==> src/rtl/matmul_result_streamer_pkg.sv <==
// Shared matmul constants, streamer state type and index-to-(row,col) mapping.
// MATMUL_STREAM_COLMAJOR_EN selects column-major order; default is row-major.
package matmul_result_streamer_pkg;

   localparam int unsigned MAT_DIM    = 4;
   localparam int unsigned MAT_ELEMS  = MAT_DIM * MAT_DIM;
   localparam int unsigned DATA_W_DEF = 16;

   typedef enum logic {
      IDLE   = 1'b0,
      STREAM = 1'b1
   } state_e;

   typedef struct packed {
      logic [1:0] row;
      logic [1:0] col;
   } rc_t;

   function automatic rc_t idx_to_rc(input logic [3:0] k);
      rc_t rc;
`ifdef MATMUL_STREAM_COLMAJOR_EN
      rc.row = k[1:0];
      rc.col = k[3:2];
`else
      rc.row = k[3:2];
      rc.col = k[1:0];
`endif
      return rc;
   endfunction

endpackage

==> src/rtl/matmul_result_streamer_if.sv <==
// Valid/ready element stream carrying one result element per transfer.
interface matmul_result_streamer_if
   import matmul_result_streamer_pkg::*;
#(
   parameter int unsigned DATA_W = DATA_W_DEF
);
   logic [DATA_W-1:0] m_data;
   logic              m_valid;
   logic              m_ready;
   logic              m_last;

   modport master (output m_data, output m_valid, output m_last, input m_ready);
   modport slave  (input m_data, input m_valid, input m_last, output m_ready);
endinterface

==> src/rtl/matmul_result_streamer.sv <==
// Buffers a 4x4 result matrix on done and streams its 16 elements over a
// valid/ready interface. Order: row-major, or column-major with MATMUL_STREAM_COLMAJOR_EN.
module matmul_result_streamer
   import matmul_result_streamer_pkg::*;
#(
   parameter int unsigned DATA_W = DATA_W_DEF
) (
   input  logic                                        clk,
   input  logic                                        rst,
   input  logic [0:MAT_DIM-1][0:MAT_DIM-1][DATA_W-1:0] c,
   input  logic                                        done,
   matmul_result_streamer_if.master                    m,
   output logic                                        busy,
   output logic                                        overrun
);

   state_e r_state;
   state_e w_state_nxt;
   logic [3:0] r_idx;
   logic [3:0] w_idx_nxt;
   logic r_overrun;
   logic w_overrun_nxt;
   logic w_load;
   logic w_xfer;
   logic w_at_last;
   rc_t  w_rc;
   logic [0:MAT_DIM-1][0:MAT_DIM-1][DATA_W-1:0] r_buf;

   always_ff @(posedge clk or posedge rst) begin
      if (rst) begin
         r_state   <= IDLE;
         r_idx     <= '0;
         r_overrun <= 1'b0;
      end else begin
         r_state   <= w_state_nxt;
         r_idx     <= w_idx_nxt;
         r_overrun <= w_overrun_nxt;
      end
   end

   // Buffer is qualified by state, so it carries no reset.
   always_ff @(posedge clk) begin
      if (w_load) begin
         r_buf <= c;
      end
   end

   always_comb begin
      w_state_nxt   = r_state;
      w_idx_nxt     = r_idx;
      w_overrun_nxt = r_overrun;
      w_load        = 1'b0;
      w_at_last     = (r_idx == 4'(MAT_ELEMS - 1));
      w_xfer        = (r_state == STREAM) && m.m_ready;

      unique case (r_state)
         IDLE: begin
            if (done) begin
               w_load      = 1'b1;
               w_idx_nxt   = '0;
               w_state_nxt = STREAM;
            end
         end
         STREAM: begin
            if (w_xfer) begin
               if (w_at_last) begin
                  w_idx_nxt = '0;
                  if (done) begin
                     w_load = 1'b1;
                  end else begin
                     w_state_nxt = IDLE;
                  end
               end else begin
                  w_idx_nxt = r_idx + 4'd1;
               end
            end
            // Only a done coinciding with the final transfer can be absorbed.
            if (done && !(w_xfer && w_at_last)) begin
               w_overrun_nxt = 1'b1;
            end
         end
         default: w_state_nxt = IDLE;
      endcase
   end

   always_comb begin
      w_rc      = idx_to_rc(r_idx);
      busy      = (r_state == STREAM);
      overrun   = r_overrun;
      m.m_valid = busy;
      m.m_last  = busy && (r_idx == 4'(MAT_ELEMS - 1));
      m.m_data  = busy ? r_buf[w_rc.row][w_rc.col] : '0;
   end

endmodule

==> src/flat_wrapper.sv <==
// flat-port wrapper written by rule: the top's interface ports become plain ports
module matmul_result_streamer_flat import matmul_result_streamer_pkg::*;
#(
   parameter int unsigned DATA_W = DATA_W_DEF
)
  (clk, rst, c, done, busy, overrun, m_m_data, m_m_valid, m_m_last, m_m_ready);
  matmul_result_streamer_if #(.DATA_W(DATA_W)) m_i ();
  input  logic clk;
  input  logic rst;
  input  logic [0:MAT_DIM-1][0:MAT_DIM-1][DATA_W-1:0] c;
  input  logic done;
  output logic busy;
  output logic overrun;
  output wire logic [$bits(m_i.m_data)-1:0] m_m_data;
  output wire logic [$bits(m_i.m_valid)-1:0] m_m_valid;
  output wire logic [$bits(m_i.m_last)-1:0] m_m_last;
  input wire logic [$bits(m_i.m_ready)-1:0] m_m_ready;
  assign m_m_data = m_i.m_data;
  assign m_m_valid = m_i.m_valid;
  assign m_m_last = m_i.m_last;
  assign m_i.m_ready = m_m_ready;
  matmul_result_streamer #(.DATA_W(DATA_W)) u_core (.clk(clk), .rst(rst), .c(c), .done(done), .m(m_i), .busy(busy), .overrun(overrun));
endmodule
==> config.mk <==
export PLATFORM = sky130hd
export DESIGN_NAME = matmul_result_streamer_flat
export DESIGN_NICKNAME = d
export VERILOG_FILES = /design/src/rtl/matmul_result_streamer_pkg.sv /design/src/rtl/matmul_result_streamer_if.sv /design/src/rtl/matmul_result_streamer.sv /design/src/flat_wrapper.sv
export SDC_FILE = /design/constraint.sdc
export NUM_CORES = 1
export LEC_CHECK = 0
export ABC_AREA = 1
export BUFFER_PORTS_ARGS = -buffer_cell sky130_fd_sc_hd__buf_2
export CORE_AREA = 2 2 150 152
export CTS_CLUSTER_SIZE = 25
export DETAILED_ROUTE_END_ITERATION = 12
export DIE_AREA = 0 0 152 154
export PLACE_DENSITY_LB_ADDON = 0.3
export SKIP_CTS_REPAIR_TIMING = 1
export SLEW_MARGIN = 20
export SYNTH_ARGS = -nofsm -noshare
export SYNTH_HDL_FRONTEND = slang
export SYNTH_SLANG_ARGS = --single-unit
export TNS_END_PERCENT = 20
==> constraint.sdc <==
create_clock -name clk -period 37.9 [get_ports clk]
set_input_delay 0 -clock clk [delete_from_list [all_inputs] [get_ports clk]]
set_output_delay 0 -clock clk [all_outputs]
set_load 0.02 [all_outputs]
==> results of run 1 <==
[worst max-delay path: cells and delay by family, from the launching register on]
| family | cells | cell delay, ns |
|---|---|---|
| AND/OR/NAND/NOR | 3 | 0.36 |
| adder cells (fa/ha/maj) | 1 | 0.28 |
| buffers and inverters | 2 | 1.71 |
| AO/OA/AOI/OAI | 1 | 0.15 |
| flip-flops | 1 | 0.73 |
[worst paths after layout]
check,startpoint,to,slack [ns],cells past startpoint
min,c[46],u_core.r_buf[46]$_DFFE_PP_,0.17,2
max,u_core.r_idx[1]$_DFFE_PP0P_,u_core.r_buf[120]$_DFFE_PP_,34.13,7
max in group asynchronous,rst,u_core.r_idx[2]$_DFFE_PP0P_,37.13,4
min in group asynchronous,rst,u_core.overrun$_DFFE_PP0P_,0.54,4
min reg2reg,u_core.overrun$_DFFE_PP0P_,u_core.overrun$_DFFE_PP0P_,0.54,1
max reg2reg,u_core.r_idx[1]$_DFFE_PP0P_,u_core.r_buf[120]$_DFFE_PP_,34.13,7
[registers in the layout, summed over array words and instances, names as in the netlist]
| signal | cells |
|---|---|
| u_core.r_buf | 256 |
| u_core.r_idx | 4 |
| u_core.busy | 1 |
| u_core.overrun | 1 |
[power breakdown]
part	internal [mW]	leakage (nW)	switching [mW]	total [mW]
Combinational	0.103	4.32	0.226	0.329
Clock	0.153	0.418	0.109	0.262
Sequential	0.333	2.37	0.0122	0.345
Total	0.589	7.10	0.346	0.935
[logic make-up (layout without fill, tap and decap cells)]
group                    after synthesis  in the layout
other                                  0              4
XOR/XNOR                               1              1
flip-flops                           262            262
adder cells (fa/ha/maj)                1              1
AO/OA/AOI/OAI                         23             23
AND/OR/NAND/NOR                      557            557
buffers and inverters                193            736
[synthesized netlist by cell type]
master and number:
o21ai_0 2, buf_4 3, clkbuf_1 11, xor2_1 1, nand2_1 390, a21oi_1 18, o22ai_1 2, a21o_1 1
ha_1 1, buf_1 3, buf_6 13, clkinv_1 2, nand3_1 161, edfxtp_1 256, buf_8 1, inv_1 135
inv_4 1, dfrtp_1 6, nor2_1 5, buf_2 24, or2_2 1
[per-stage QoR]
step | cell area, sq um | hold WS [ns] | worst slack, ns
after floorplan | 11200 | -0.209 | 25.56
after global placement | 12600 | -0.0349 | 34.32
after detailed placement | 12600 | -0.0388 | 34.22
after CTS | 13500 | -0.615 | 34.20
after global routing | 16100 | 0.166 | 33.94
final | 16100 | 0.167 | 34.13
[layout make-up]
cell class	count	area (sq um)	area share (%)
Tap cell	280	350	2.18
Timing Repair Buffer	548	4070	25.3
Antenna cell	4	10.0	0.0622
Clock buffer	40	767	4.77
Sequential cell	262	7840	48.7
Inverter	138	520	3.23
Multi-Input combinational cell	582	2440	15.2
Clock inverter	10	93.8	0.583
[metal layers]
layer  GRT usage (%)  up-vias  wire (um)
met5               0        -          0
met2            39.3      569      18100
met1            31.6     4478      13200
met3            4.85      128       3060
met4            7.79        0       1760
li1                -     4442          -
==> reports/results.ini, run 1 <==
[outcome]
status = finished, final reports clean

[die]
core_sq_mm = 0.0217
dieWidth_um = 152
dieArea_sq_mm = 0.0234
io_pins = 280
start_util_pct = 51.4
die_height_um = 154
row_count = 54

[setup_path]
critPathKind = flip-flop to flip-flop
required_ns = 38.06
crit_path_max_fanout = 86
crit_path_end_kind = flip-flop
cpMaxStageDelayCell = buf_4
path_cells = ha_1 > nand2_1 > nor2_1 > a21oi_1 > nor2_4 > buf_4 > buf_4
cp-start-kind = flip-flop
crit_top_cell = buf_4
crit_path_max_incr_delay_ns = 0.95
crit_arrival_ns = 3.93

[clocking]
clk_latency_ns = 0.54
numCtsBuffers = 28
clk_root_buffer_cell = clkbuf_16
cts_tree = built
cts.sinks = 262
clock_path_buffers = 3
clk_pin_slew_ns = 0.06
h-tree-depth = 1

[power_and_ir_drop]
leakage_nw = 7.10
finalPower_mw = 0.935
p_per_area_mw_per_mm2 = 58.1
peakVddDrop_mv = 0.0467

[timing]
timing.final.crit_share_pct = 9.96
finalSetupViolCount = 0
finClkSkew_ns = 0.0139
rsz0062_at_grt = false
fmax_ghz = 0.265
slew_violations = 0
relSlewSlack_pct = 23.1
hold_viol_final = 0
tns_ns = 0
tightest_slew_ns = 1.15
period_minus_slack_ns = 3.77

[synthesis]
synthXorXnorAreaFrac_pct = 0.0785
yosysWarnings = 0
synthMuxAreaShare_pct = 0
synthSimpleGateAreaFrac_pct = 20.6
syn-num-nets = 1298
synth_area_leaders = edfxtp_1, nand2_1, nand3_1
synth_cells = 1037
synthAdderAreaFrac_pct = 0.112
synth_top_family_by_area = simple AND/OR/NAND/NOR gates
synth_largest_area_cell = edfxtp_1
netlist-cell-type-count = 21
syn_area_sq_mm = 0.0112
synth_top_cell_area_share_pct = 68.9
synth.avg_cell_area_sq_um = 10.8
synth-seq-cells = 262
yosysSeqAreaShare_pct = 70.3
synth-compound-area-share_pct = 1.08

[detailed_routing]
drtIter0Drc = 778
viasPerCell = 5.16
drc = 0
ant_nets = 0
routed_wl_um = 36100
firstDrtPassIters = 7
wl_per_cell_um = 19.4
vias = 9617

[placement]
place_inst = 1550
place_congestion = 0.824
place_hpwl_um = 19200
portBuffers = 279

[worst_hold_path]
holdCritPathClass = input port to flip-flop

[grt]
gr-total-overflow = 0
grt_util_all_layers_pct = 23.7
grt_pass1_vias = 7554
grt_max_degree = 100
antenna_found_initial = 4
grt_pass1_wl_um = 42200

[cells_and_area]
layout-drive-gt1-share_pct = 20.8
layout.cells.most_common = nand2_1
final_cell_mix = nand2_1, buf_2, dlygate4sd3_1
nets = 1821
syn_to_final_growth_pct = 44.3
layoutNonFillerInstCount = 1864
n_fill_cell = 1369
postLayoutCoreUtil_pct = 74.2

[job]
cap_violations = 0

Power figures use the tool's default switching activity.
==> inputs of run 2 (changes only) <==
--- a/config.mk
+++ b/config.mk
@@ -5,12 +5,12 @@
 export SDC_FILE = /design/constraint.sdc
 export NUM_CORES = 1
 export LEC_CHECK = 0
-export ABC_AREA = 1
+export ABC_AREA = 0
 export BUFFER_PORTS_ARGS = -buffer_cell sky130_fd_sc_hd__buf_2
-export CORE_AREA = 2 2 150 152
+export CORE_AREA = 2 2 152 154
 export CTS_CLUSTER_SIZE = 25
 export DETAILED_ROUTE_END_ITERATION = 12
-export DIE_AREA = 0 0 152 154
+export DIE_AREA = 0 0 154 156
 export PLACE_DENSITY_LB_ADDON = 0.3
 export SKIP_CTS_REPAIR_TIMING = 1
 export SLEW_MARGIN = 20
==> constraint.sdc (replaced) <==
create_clock -name clk -period 3.3 [get_ports clk]
set_input_delay 0 -clock clk [delete_from_list [all_inputs] [get_ports clk]]
set_output_delay 0 -clock clk [all_outputs]
set_load 0.02 [all_outputs]
==> reports/results.ini, run 2 <==
[synthesis]
yosysWarnings = 0
async_flop_share_pct = 2.29
synth_ff_type = edfxtp_1
synth_area_leaders = edfxtp_1, mux2i_1, a22oi_1
synth-seq-cells = 262
yosysSeqAreaShare_pct = 75.9
synth_largest_area_cell = edfxtp_1
syn_area_sq_mm = 0.0103
synth.most_common_cell = edfxtp_1
synth_top_cell_area_share_pct = 74.5
syn-num-nets = 808
netlist-cell-type-count = 34
synth_edf_count = 256
synth_cells = 547
synth.avg_cell_area_sq_um = 18.9
yosys-top-cells-count = edfxtp_1, mux2i_1, a22oi_1, nand3_1, nand2_1

[placement]
place_congestion = 0.827
place_hpwl_um = 16700
portBuffers = 279

[outcome]
lastStage = 5_1_grt
status = did not finish
toolErrorMsg = [ERROR RSZ-0060] Max buffer count reached.

[grt]
grt_max_degree = 83

[clocking]
clk_root_buffer_cell = clkbuf_16
cts.sinks = 262
numCtsBuffers = 27
clock_path_buffers = 3
h-tree-depth = 1

[die]
die_height_um = 156
io_pins = 280
start_util_pct = 46.2
dieWidth_um = 154
row_count = 55

==> run 2: through the flow <==
step                      instance area [sq um]  hold slack, ns  setup WS, ns  instances
after CTS                                 12800          -0.612         0.602       1139
after detailed placement                  12000         -0.0552          1.02       1092
after global placement                    12000         -0.0579          1.09       1092
after floorplan                           10300          -0.209       -0.0537        547
==> run 2: kinds of logic after synthesis <==
kind of cell | Yosys count | synth area share, %
multiplexers | 111 | 13.1
flip-flops | 262 | 75.9
AND/OR/NAND/NOR | 74 | 3.70
buffers and inverters | 35 | 2.63
AO/OA/AOI/OAI | 64 | 4.59
adder cells (fa/ha/maj) | 1 | 0.121
==> inputs of run 3 (changes only) <==
--- a/config.mk
+++ b/config.mk
@@ -7,11 +7,10 @@
 export LEC_CHECK = 0
 export ABC_AREA = 0
 export BUFFER_PORTS_ARGS = -buffer_cell sky130_fd_sc_hd__buf_2
-export CORE_AREA = 2 2 152 154
-export CTS_CLUSTER_SIZE = 25
+export CORE_AREA = 2 2 171 173
 export DETAILED_ROUTE_END_ITERATION = 12
-export DIE_AREA = 0 0 154 156
-export PLACE_DENSITY_LB_ADDON = 0.3
+export DIE_AREA = 0 0 173 175
+export PLACE_DENSITY_LB_ADDON = 0.15
 export SKIP_CTS_REPAIR_TIMING = 1
 export SLEW_MARGIN = 20
 export SYNTH_ARGS = -nofsm -noshare
==> constraint.sdc (replaced) <==
create_clock -name clk -period 4.3 [get_ports clk]
set_input_delay 0 -clock clk [delete_from_list [all_inputs] [get_ports clk]]
set_output_delay 0 -clock clk [all_outputs]
set_load 0.02 [all_outputs]
==> reports/results.ini, run 3 <==
[placement]
pre_cts_ws_ns = 1.69
place_inst = 1184
place_hpwl_um = 17900
place_congestion = 0.769
portBuffers = 279

[die]
start_util_pct = 36.4
die_height_um = 175
row_count = 62
dieWidth_um = 173
io_pins = 280

[synthesis]
synth_ff_type = edfxtp_1
syn-num-nets = 808
synth_edf_count = 256
yosys-top-cells-count = edfxtp_1, mux2i_1, a22oi_1, nand3_1, nand2_1
synth_area_leaders = edfxtp_1, mux2i_1, a22oi_1
synth-seq-cells = 262
synth.avg_cell_area_sq_um = 18.9
yosysSeqAreaShare_pct = 75.9
synth_cells = 547
synth_largest_area_cell = edfxtp_1
yosysWarnings = 0
syn_area_sq_mm = 0.0103
synth.most_common_cell = edfxtp_1
synth_top_cell_area_share_pct = 74.5
async_flop_share_pct = 2.29
netlist-cell-type-count = 34

[outcome]
toolErrorMsg = [ERROR RSZ-0060] Max buffer count reached.
status = did not finish
lastStage = 5_1_grt

[clocking]
h-tree-depth = 1
cts.sinks = 262
clk_root_buffer_cell = clkbuf_16
clock_path_buffers = 3
numCtsBuffers = 29

[grt]
grt_max_degree = 79

-- run 3: cell families after synthesis --
group	count (synthesis)	share of synthesized area (%)
buffers and inverters	35	2.63
multiplexers	111	13.1
AO/OA/AOI/OAI	64	4.59
flip-flops	262	75.9
AND/OR/NAND/NOR	74	3.70
adder cells (fa/ha/maj)	1	0.121
-- run 3: stage by stage --
step	area, sq um	hold WS [ns]
CTS	12900	-0.637
detailed placement	12000	-0.0460
global placement	12000	-0.0634
floorplan	10300	-0.209
